`src/rtl/cpu_pkg.sv`:
```
// cpu_pkg: core-wide widths and the write-back request record shared by
// the pipeline and the write-back path.
package cpu_pkg;
    localparam int XLEN   = 32;
    localparam int REG_AW = 5;

    typedef struct packed {
        logic [REG_AW-1:0] rd;
        logic [XLEN-1:0]   data;
    } wb_req_t;
endpackage

```
`src/rtl/sync_fifo.sv`:
```
// sync_fifo: registered FIFO that also exposes per-entry valid bits and
// destination fields so the owner can build a pending-register mask.
module sync_fifo #(
    parameter int WIDTH = 37,
    parameter int DEPTH = 4,
    parameter int RD_W  = 5
) (
    input  logic                         clk,
    input  logic                         rst_n,
    input  logic                         push_i,
    input  logic                         pop_i,
    input  logic [WIDTH-1:0]             data_i,
    output logic [WIDTH-1:0]             data_o,
    output logic                         empty_o,
    output logic [$clog2(DEPTH):0]       count_o,
    output logic [DEPTH-1:0]             valid_o,
    output logic [DEPTH-1:0][RD_W-1:0]   rd_o
);
    localparam int AW = $clog2(DEPTH);

    logic [WIDTH-1:0] mem_q [DEPTH];
    logic [AW-1:0]    wr_ptr_q, wr_ptr_d, rd_ptr_q, rd_ptr_d;
    logic [AW:0]      count_q, count_d;
    logic [DEPTH-1:0] valid_q, valid_d;
    logic             full, do_push, do_pop;

    // count never exceeds DEPTH (a power of two), so its MSB alone means full
    assign full    = count_q[AW];
    assign empty_o = count_q == '0;
    assign count_o = count_q;
    assign valid_o = valid_q;
    assign data_o  = mem_q[rd_ptr_q];
    assign do_push = push_i && !full;
    assign do_pop  = pop_i && !empty_o;

    always_comb begin
        wr_ptr_d = do_push ? wr_ptr_q + 1'b1 : wr_ptr_q;
        rd_ptr_d = do_pop ? rd_ptr_q + 1'b1 : rd_ptr_q;
        count_d  = count_q + (AW+1)'(do_push) - (AW+1)'(do_pop);
        valid_d  = (valid_q & ~(DEPTH'(do_pop) << rd_ptr_q)) | (DEPTH'(do_push) << wr_ptr_q);
    end

    always_ff @(posedge clk or negedge rst_n) begin
        if (!rst_n) begin
            wr_ptr_q <= '0;
            rd_ptr_q <= '0;
            count_q  <= '0;
            valid_q  <= '0;
        end else begin
            wr_ptr_q <= wr_ptr_d;
            rd_ptr_q <= rd_ptr_d;
            count_q  <= count_d;
            valid_q  <= valid_d;
        end
    end

    always_ff @(posedge clk) begin
        if (do_push) mem_q[wr_ptr_q] <= data_i;
    end

    for (genvar i = 0; i < DEPTH; i++) begin : g_rd
        assign rd_o[i] = mem_q[i][WIDTH-1 -: RD_W];
    end
endmodule

```
`src/rtl/wb_arbiter.sv`:
```
// wb_arbiter: sole owner of the register-file write port; merges fixed-timing
// pipeline write-backs with buffered long-latency results.
module wb_arbiter #(
    parameter int XLEN         = cpu_pkg::XLEN,
    parameter int DEPTH        = 4,
    parameter int STARVE_LIMIT = 8
) (
    input  logic                       clk,
    input  logic                       rst_n,
    input  logic                       alu_valid,
    input  logic [cpu_pkg::REG_AW-1:0] alu_rd,
    input  logic [XLEN-1:0]            alu_data,
    output logic                       pipe_stall,
    input  logic                       async_valid,
    output logic                       async_ready,
    input  logic [cpu_pkg::REG_AW-1:0] async_rd,
    input  logic [XLEN-1:0]            async_data,
    output logic                       rf_we,
    output logic [cpu_pkg::REG_AW-1:0] rf_rd_addr,
    output logic [XLEN-1:0]            rf_wdata,
    output logic [31:0]                pending_mask
);
    import cpu_pkg::REG_AW;

    localparam int CW = $clog2(DEPTH) + 1;

    typedef struct packed {
        logic [REG_AW-1:0] rd;
        logic [XLEN-1:0]   data;
    } req_t;

    req_t                         out_q, out_d, head, async_req;
    logic                         we_q, we_d;
    logic [7:0]                   starve_q, starve_d;
    logic                         fifo_empty, push, pop, alu_take;
    logic [CW-1:0]                fifo_count;
    logic [DEPTH-1:0]             fifo_valid;
    logic [DEPTH-1:0][REG_AW-1:0] fifo_rd;
    logic [31:0]                  mask;

    assign async_req   = {async_rd, async_data};
    assign async_ready = fifo_count != CW'(DEPTH);
    assign pipe_stall  = (starve_q == 8'(STARVE_LIMIT)) && alu_valid;
    assign alu_take    = alu_valid && alu_rd != '0 && !pipe_stall;
    // A stalled or idle pipeline always leaves the slot to the FIFO head
    assign pop         = !fifo_empty && !alu_take;
    assign push        = async_valid && async_ready && async_rd != '0;

    sync_fifo #(
        .WIDTH ($bits(req_t)),
        .DEPTH (DEPTH),
        .RD_W  (REG_AW)
    ) u_fifo (
        .clk     (clk),
        .rst_n   (rst_n),
        .push_i  (push),
        .pop_i   (pop),
        .data_i  (async_req),
        .data_o  (head),
        .empty_o (fifo_empty),
        .count_o (fifo_count),
        .valid_o (fifo_valid),
        .rd_o    (fifo_rd)
    );

    always_comb begin
        we_d     = alu_take || pop;
        out_d    = alu_take ? {alu_rd, alu_data} : pop ? head : out_q;
        starve_d = (pop || fifo_empty) ? '0 : starve_q + 8'd1;
    end

    always_ff @(posedge clk or negedge rst_n) begin
        if (!rst_n) begin
            we_q     <= 1'b0;
            out_q    <= '0;
            starve_q <= '0;
        end else begin
            we_q     <= we_d;
            out_q    <= out_d;
            starve_q <= starve_d;
        end
    end

    always_comb begin
        mask = '0;
        for (int i = 0; i < DEPTH; i++)
            if (fifo_valid[i]) mask[fifo_rd[i]] = 1'b1;
        if (we_q) mask[out_q.rd] = 1'b1;
        mask[0] = 1'b0;
    end

    assign rf_we        = we_q;
    assign rf_rd_addr   = out_q.rd;
    assign rf_wdata     = out_q.data;
    assign pending_mask = mask;
endmodule

```
`config.mk`:
```
export PLATFORM = sky130hd
export DESIGN_NAME = wb_arbiter
export DESIGN_NICKNAME = d
export VERILOG_FILES = /design/src/rtl/cpu_pkg.sv /design/src/rtl/sync_fifo.sv /design/src/rtl/wb_arbiter.sv
export SDC_FILE = /design/constraint.sdc
export NUM_CORES = 1
export LEC_CHECK = 0
export CAP_MARGIN = 10
export CORE_MARGIN = 10
export CORE_UTILIZATION = 55
export CTS_CLUSTER_DIAMETER = 80
export CTS_CLUSTER_SIZE = 28
export DETAILED_ROUTE_END_ITERATION = 8
export MAX_ROUTING_LAYER = met4
export PLACE_DENSITY = 0.79
export SKIP_CTS_REPAIR_TIMING = 1
export SYNTH_ARGS = -nofsm -noshare
export SYNTH_HDL_FRONTEND = slang
export SYNTH_HIERARCHICAL = 1
export SYNTH_SLANG_ARGS = --single-unit
```
`constraint.sdc`:
```
create_clock -name clk -period 4.7 [get_ports clk]
set_clock_uncertainty 0.1 [all_clocks]
set_input_delay 0.94 -clock clk [delete_from_list [all_inputs] [get_ports clk]]
set_output_delay 0.94 -clock clk [all_outputs]
set_load 0.01 [all_outputs]
```
==> flow_summary.toml, run 1 <==
[clock_network]
h-tree-depth = 1
clock_latency_ps = 460
cts_made_buffers = 11
cts_root_buffer = "clkbuf_16"
cts.path.max_buffers = 3
cts.sinks = 205
clk_pin_slew_ps = 100
cts_tree = "built"

[pwr]
p_sw_share_pct = 33.9
power_density_nw_per_um2 = 503
switching_power_uw = 1980
pwr-share-seq_pct = 46.9
clkPwrFrac_pct = 16.9
internal_power_uw = 3850
combPwrFrac_pct = 36.3
ir_worst_vdd_v = 0.000359
p_leak_uw = 0.00384

[drt]
drt_iter0_markers = 666
drt-wirelength-per-cell_um = 24.5
totalWireLength_um = 25500
drtPass1Iterations = 5
drc = 0
viasPerCell = 6.25
vias = 6507
ant_nets = 0

[worst_setup_path]
cp-start-kind = "register"
critical_path.max_stage_delay_ps = 560
crit_family = "simple AND/OR/NAND/NOR gates"
critical_path_class = "reg -> out"
r2r_slack_ps = 1300
cp_max_fo = 12
crit_slowest_cell = "nor4_4"
path_cells = "inv_1 -> ha_1 -> nand4bb_1 -> nor4_4 -> and2_1 -> clkdlybuf4s50_1"
crit_arrival_ps = 2650
r2r_cells = 14
critical_path_buf_inv_count = 2
endpoint_kind = "output port"
path_depth = 6
worstPathRequired_ps = 3660

[placed_design]
hpwlAfterDp_um = 18400
place.gp.congestion = 0.888
pre_cts_slack_ps = 815
dp_cells = 1024
port_buffers = 148

[global_routing]
grt_first_pass_wirelength_um = 39400
grt_pass1_vias = 6890
grt_usage_pct = 21.4
grt_max_degree = 47
overflow = 0
antenna_found_initial = 0

[synthesis]
synth_fp_nets = 782
synth_top_cell_area_share_pct = 45.1
yosys_warnings = 6
ys_seq_area_share_pct = 59.6
synthTopCellsByArea = "edfxtp_1 45%, dfrtp_1 14%, mux4_2 8.5%"
synth-seq-cells = 205
syn-cell-area_um2 = 9860
syn_avg_cell_area_um2 = 14.2
synth_edf_count = 148
synth_top_area_cell = "edfxtp_1"
synth_cell_type_count = 44
ys_async_sr_fraction_pct = 27.8
synth_cells = 695
synthFlopType = "edfxtp_1"

[layout]
post-route-util_pct = 66.5
layout-drive-gt1-share_pct = 13.6
fin_cells = 1041
nets = 899
insertedDiodeCount = 0
num-fill-cells = 1237
synthToLayoutAreaGrowth_pct = 17.5

[sta]
timing.setup.tns_ps = 0
drv_slew = 0
max_slew_margin_pct = 32.2
whs_ps = 440
finalHoldViolCount = 0
fin_crit_ps = 3690
layout_setup_ws_ps = 1010
max_freq_mhz = 271
finalCritPeriodShare_pct = 78.4
setup_viol = 0
rsz0062_at_grt = "no"
worst_pin_slew_ps = 1020

[die]
ios = 150
design.core.area_um2 = 17400
num_rows = 48
die_area_um2 = 23700
start_util_pct = 56.6
fp.dieW_um = 154
dieHeight_um = 154

[job]
max_cap_viol_count = 0

[outcome]
status = "finished clean"

[hold_path]
hold_path.class = "in -> async"
## power groups by stage
stage                     sequential (uW)  clock [uW]  combinational [uW]
after floorplan                      2550           0                1520
after global placement               2740           0                2070
after detailed placement             2770           0                2110
after CTS                            2730        1000                2130
after global routing                 2780        1070                2270
final                                2730         982                2110
## cells by family after synthesis
group,synth area share [%]
and+or+nand+nor,12.3
DFF,59.6
AOI/OAI and AO/OA,8.66
muxes,12.2
buffers and inverters,5.06
xor gates and xnor gates,0.977
adders and majority gates,1.22
other,0.0380
## Yosys cell counts (all sizes together), types with 3 or more instances
master / instances
edfxtp: 148
dfrtp: 57
nor3: 51
buf: 44
nor2: 39
a21oi: 38
mux2i: 37
mux4: 37
a22oi: 30
nand3: 30
nand2: 25
nand3b: 23
nor3b: 21
o221ai: 16
o22ai: 16
clkbuf: 10
inv: 10
ha: 8
and3: 7
o21ai: 6
xnor2: 6
and2: 5
and3b: 5
o31ai: 5
or3b: 5
xor2: 5
or2: 3
## layout by cell type (no fill, tap or decap), types with 8 or more instances in the layout
| cell type | synthesis | final |
|---|---|---|
| a21oi_2 | 30 | 30 |
| buf_4 | 23 | 9 |
| inv_1 | 10 | 10 |
| nor3b_1 | 21 | 21 |
| nand2_1 | 24 | 24 |
| edfxtp_1 | 148 | 148 |
| nor3_1 | 51 | 50 |
| dfrtp_1 | 57 | 55 |
| clkbuf_16 | 0 | 11 |
| nand3_1 | 30 | 30 |
| nor2_1 | 39 | 39 |
| a21oi_1 | 8 | 8 |
| o22ai_1 | 16 | 16 |
| nand3b_1 | 23 | 23 |
| o221ai_1 | 16 | 16 |
| clkdlybuf4s50_1 | 0 | 147 |
| mux4_2 | 37 | 37 |
| a22oi_1 | 30 | 30 |
| ha_1 | 8 | 8 |
| mux2i_1 | 37 | 37 |
## flip-flops by register name, indices dropped and copies added, names as in the netlist
register,cells
u_fifo/mem_q,148
rf_we,1
u_fifo/rd_ptr_q,2
rf_rd_addr,5
u_fifo/count_o,3
starve_q,8
u_fifo/wr_ptr_q,2
u_fifo/valid_o,4
rf_wdata,32
## area by class of cell
type | count | area (um^2) | area share [%]
multi-input cells | 426 | 3510 | 30.3
repair buffers | 158 | 1560 | 13.5
clock inverters | 2 | 21.3 | 0.184
clock buffers | 15 | 290 | 2.51
flip-flops and latches | 205 | 5870 | 50.7
inverters | 10 | 37.5 | 0.324
well taps | 225 | 282 | 2.43
## final timing paths
check	from	to
max reg2reg	starve_q[0]	u_fifo/count_o[2]
min in group clk	u_fifo/wr_ptr_q[0]	u_fifo/valid_o[0]
min reg2reg	u_fifo/wr_ptr_q[0]	u_fifo/valid_o[0]
max in group asynchronous	rst_n	rf_wdata[12]
max	starve_q[0]	pipe_stall
min	rst_n	rf_wdata[2]
## stage by stage
step	power (uW)	area (um^2)
after global placement	4810	11300
after detailed placement	4880	11300
after CTS	5870	11600
after floorplan	4070	9860
final	5830	11600
after global routing	6130	11600
## per-layer routing
layer / global-route usage, % / share of wire (%)
met1: 24.7 / 39
met2: 37.5 / 52
met3: 3.24 / 6.2
met4: 7.11 / 2.8
met5: - / 0
(Power assumes the default switching activity.)
==> run 2, diff against run 1 <==
--- a/config.mk
+++ b/config.mk
@@ -7,12 +7,12 @@
 export LEC_CHECK = 0
 export CAP_MARGIN = 10
 export CORE_MARGIN = 10
-export CORE_UTILIZATION = 55
+export CORE_UTILIZATION = 54
 export CTS_CLUSTER_DIAMETER = 80
 export CTS_CLUSTER_SIZE = 28
 export DETAILED_ROUTE_END_ITERATION = 8
 export MAX_ROUTING_LAYER = met4
-export PLACE_DENSITY = 0.79
+export PLACE_DENSITY = 0.78
 export SKIP_CTS_REPAIR_TIMING = 1
 export SYNTH_ARGS = -nofsm -noshare
 export SYNTH_HDL_FRONTEND = slang
==> constraint.sdc (replaced) <==
create_clock -name clk -period 3.8 [get_ports clk]
set_clock_uncertainty 0.1 [all_clocks]
set_input_delay 0.76 -clock clk [delete_from_list [all_inputs] [get_ports clk]]
set_output_delay 0.76 -clock clk [all_outputs]
set_load 0.01 [all_outputs]
==> flow_summary.toml, run 2 (same netlist as run 1, synthesis figures left out) <==
[job]
max_cap_viol_count = 0

[sta]
setup_viol = 0
drv_slew = 0
finalCritPeriodShare_pct = 92.4
max_freq_mhz = 285
fin_crit_ps = 3510
max_slew_margin_pct = 30.5
worst_pin_slew_ps = 1040
rsz0062_at_grt = "no"
timing.setup.tns_ps = 0
finalHoldViolCount = 0

[drt]
ant_nets = 0
totalWireLength_um = 25800
drtPass1Iterations = 5
drc = 0
drt_iter0_markers = 569
drt-wirelength-per-cell_um = 24.6
viasPerCell = 6.23
vias = 6545

[die]
die_area_um2 = 24100
dieHeight_um = 155
fp.dieW_um = 155
num_rows = 49
ios = 150
start_util_pct = 54.9
design.core.area_um2 = 18000

[clock_network]
cts_made_buffers = 11
cts_tree = "built"
clock_latency_ps = 460
cts.sinks = 205
h-tree-depth = 1
cts_root_buffer = "clkbuf_16"
clk_pin_slew_ps = 100
cts.path.max_buffers = 3

[layout]
regArea_um2 = 5870
layout-drive-gt1-share_pct = 14.4
largest_register_ffs = 148
top_register = "u_fifo/mem_q"
multiInputGateArea_um2 = 3510
synthToLayoutAreaGrowth_pct = 18.2
num-fill-cells = 1277
post-route-util_pct = 64.9
nets = 905
final_cell_mix = "148 x edfxtp_1, 147 x clkdlybuf4s50_1, 55 x dfrtp_1"
insertedDiodeCount = 0
final_common_cell = "edfxtp_1"

[hold_path]
hold_path.class = "in -> async"

[pwr]
ir_worst_vdd_v = 0.000496
internal_power_uw = 4810
clkPwrFrac_pct = 17.1
p_leak_uw = 0.00388
pwr-share-seq_pct = 46.2
p_sw_share_pct = 33.8
power_density_nw_per_um2 = 623
switching_power_uw = 2450
combPwrFrac_pct = 36.6

[worst_setup_path]
critical_path_class = "reg -> out"
crit_arrival_ps = 2650
r2r_slack_ps = 890
endpoint_kind = "output port"
cp_max_fo = 9
reg2reg_to = "u_fifo/count_o[2]"
worstPathRequired_ps = 2940
cp-start-kind = "register"
r2r_cells = 14
reg2reg_from = "starve_q[0]"

[global_routing]
overflow = 0
grt_max_degree = 47
grt_usage_pct = 21.6
antenna_found_initial = 0
grt_pass1_vias = 6700
grt_first_pass_wirelength_um = 40000

[placed_design]
hpwlAfterDp_um = 19400
place.gp.congestion = 0.976
port_buffers = 148

[outcome]
status = "finished clean"
## run 2: cell types whose count changed in the layout (fill, tap and decap cells not counted)
cell	previous run	this run
buf_4	9	14
buf_12	1	2
clkbuf_1	4	3
clkbuf_8	0	1
clkinv_2	1	0
inv_12	1	0
inv_6	0	1
inv_8	0	1
## run 2: cell type report
class / count / share of cell area [%]
multi-input cells: 426 / 30.2
inverters: 10 / 0.322
flip-flops and latches: 205 / 50.4
clock inverters: 2 / 0.172
repair buffers: 164 / 13.9
well taps: 229 / 2.46
clock buffers: 15 / 2.58
## run 2: critical path, stage by stage, from the launching register on
cell and delay, ps:
edfxtp_1 550, or3b_2 590, o22ai_1 230, nor2_1 80, o221ai_1 130, clkdlybuf4s50_1 620
## run 2: stage by stage
| stage | hold WS (ps) | power (uW) | area, um^2 | instances | setup WS, ps |
|---|---|---|---|---|---|
| detailed placement | 430 | 6090 | 11300 | 1034 | 35.7 |
| floorplan | 364 | 5030 | 9860 | 695 | 577 |
| global placement | 427 | 6020 | 11300 | 1034 | 136 |
| finish | 367 | 7260 | 11700 | 1051 | 287 |
| global route | 427 | 7630 | 11700 | 1051 | 166 |
| CTS | 397 | 7320 | 11700 | 1051 | 265 |
## run 2: how the worst max path moves through the flow
stage	startpoint	to	slack, ps	depth (start not counted)
floorplan	alu_rd[1]	u_fifo/count_o[2]	580	13
global placement	alu_rd[1]	u_fifo/count_o[2]	140	13
detailed placement	alu_rd[1]	u_fifo/count_o[2]	40	13
CTS	u_fifo/mem_q[1][33]	pending_mask[12]	270	5
global route	starve_q[0]	pipe_stall	170	7
finish	u_fifo/mem_q[1][33]	pending_mask[12]	290	5
## run 2: metal layers
layer | GRT usage, % | vias up | part of all wire (%)
met5 | - | - | 0
met4 | 3.42 | 0 | 1.5
met3 | 3.75 | 31 | 7.1
met2 | 35.1 | 274 | 49
met1 | 28.6 | 3305 | 42
li1 | - | 2935 | -
## run 2: power by group through the flow
stage	sequential, uW	combinational (uW)	clock [uW]
after floorplan	3160	1880	0
after global placement	3370	2640	0
after detailed placement	3410	2680	0
after CTS	3360	2690	1270
after global routing	3430	2870	1340
final	3360	2660	1240
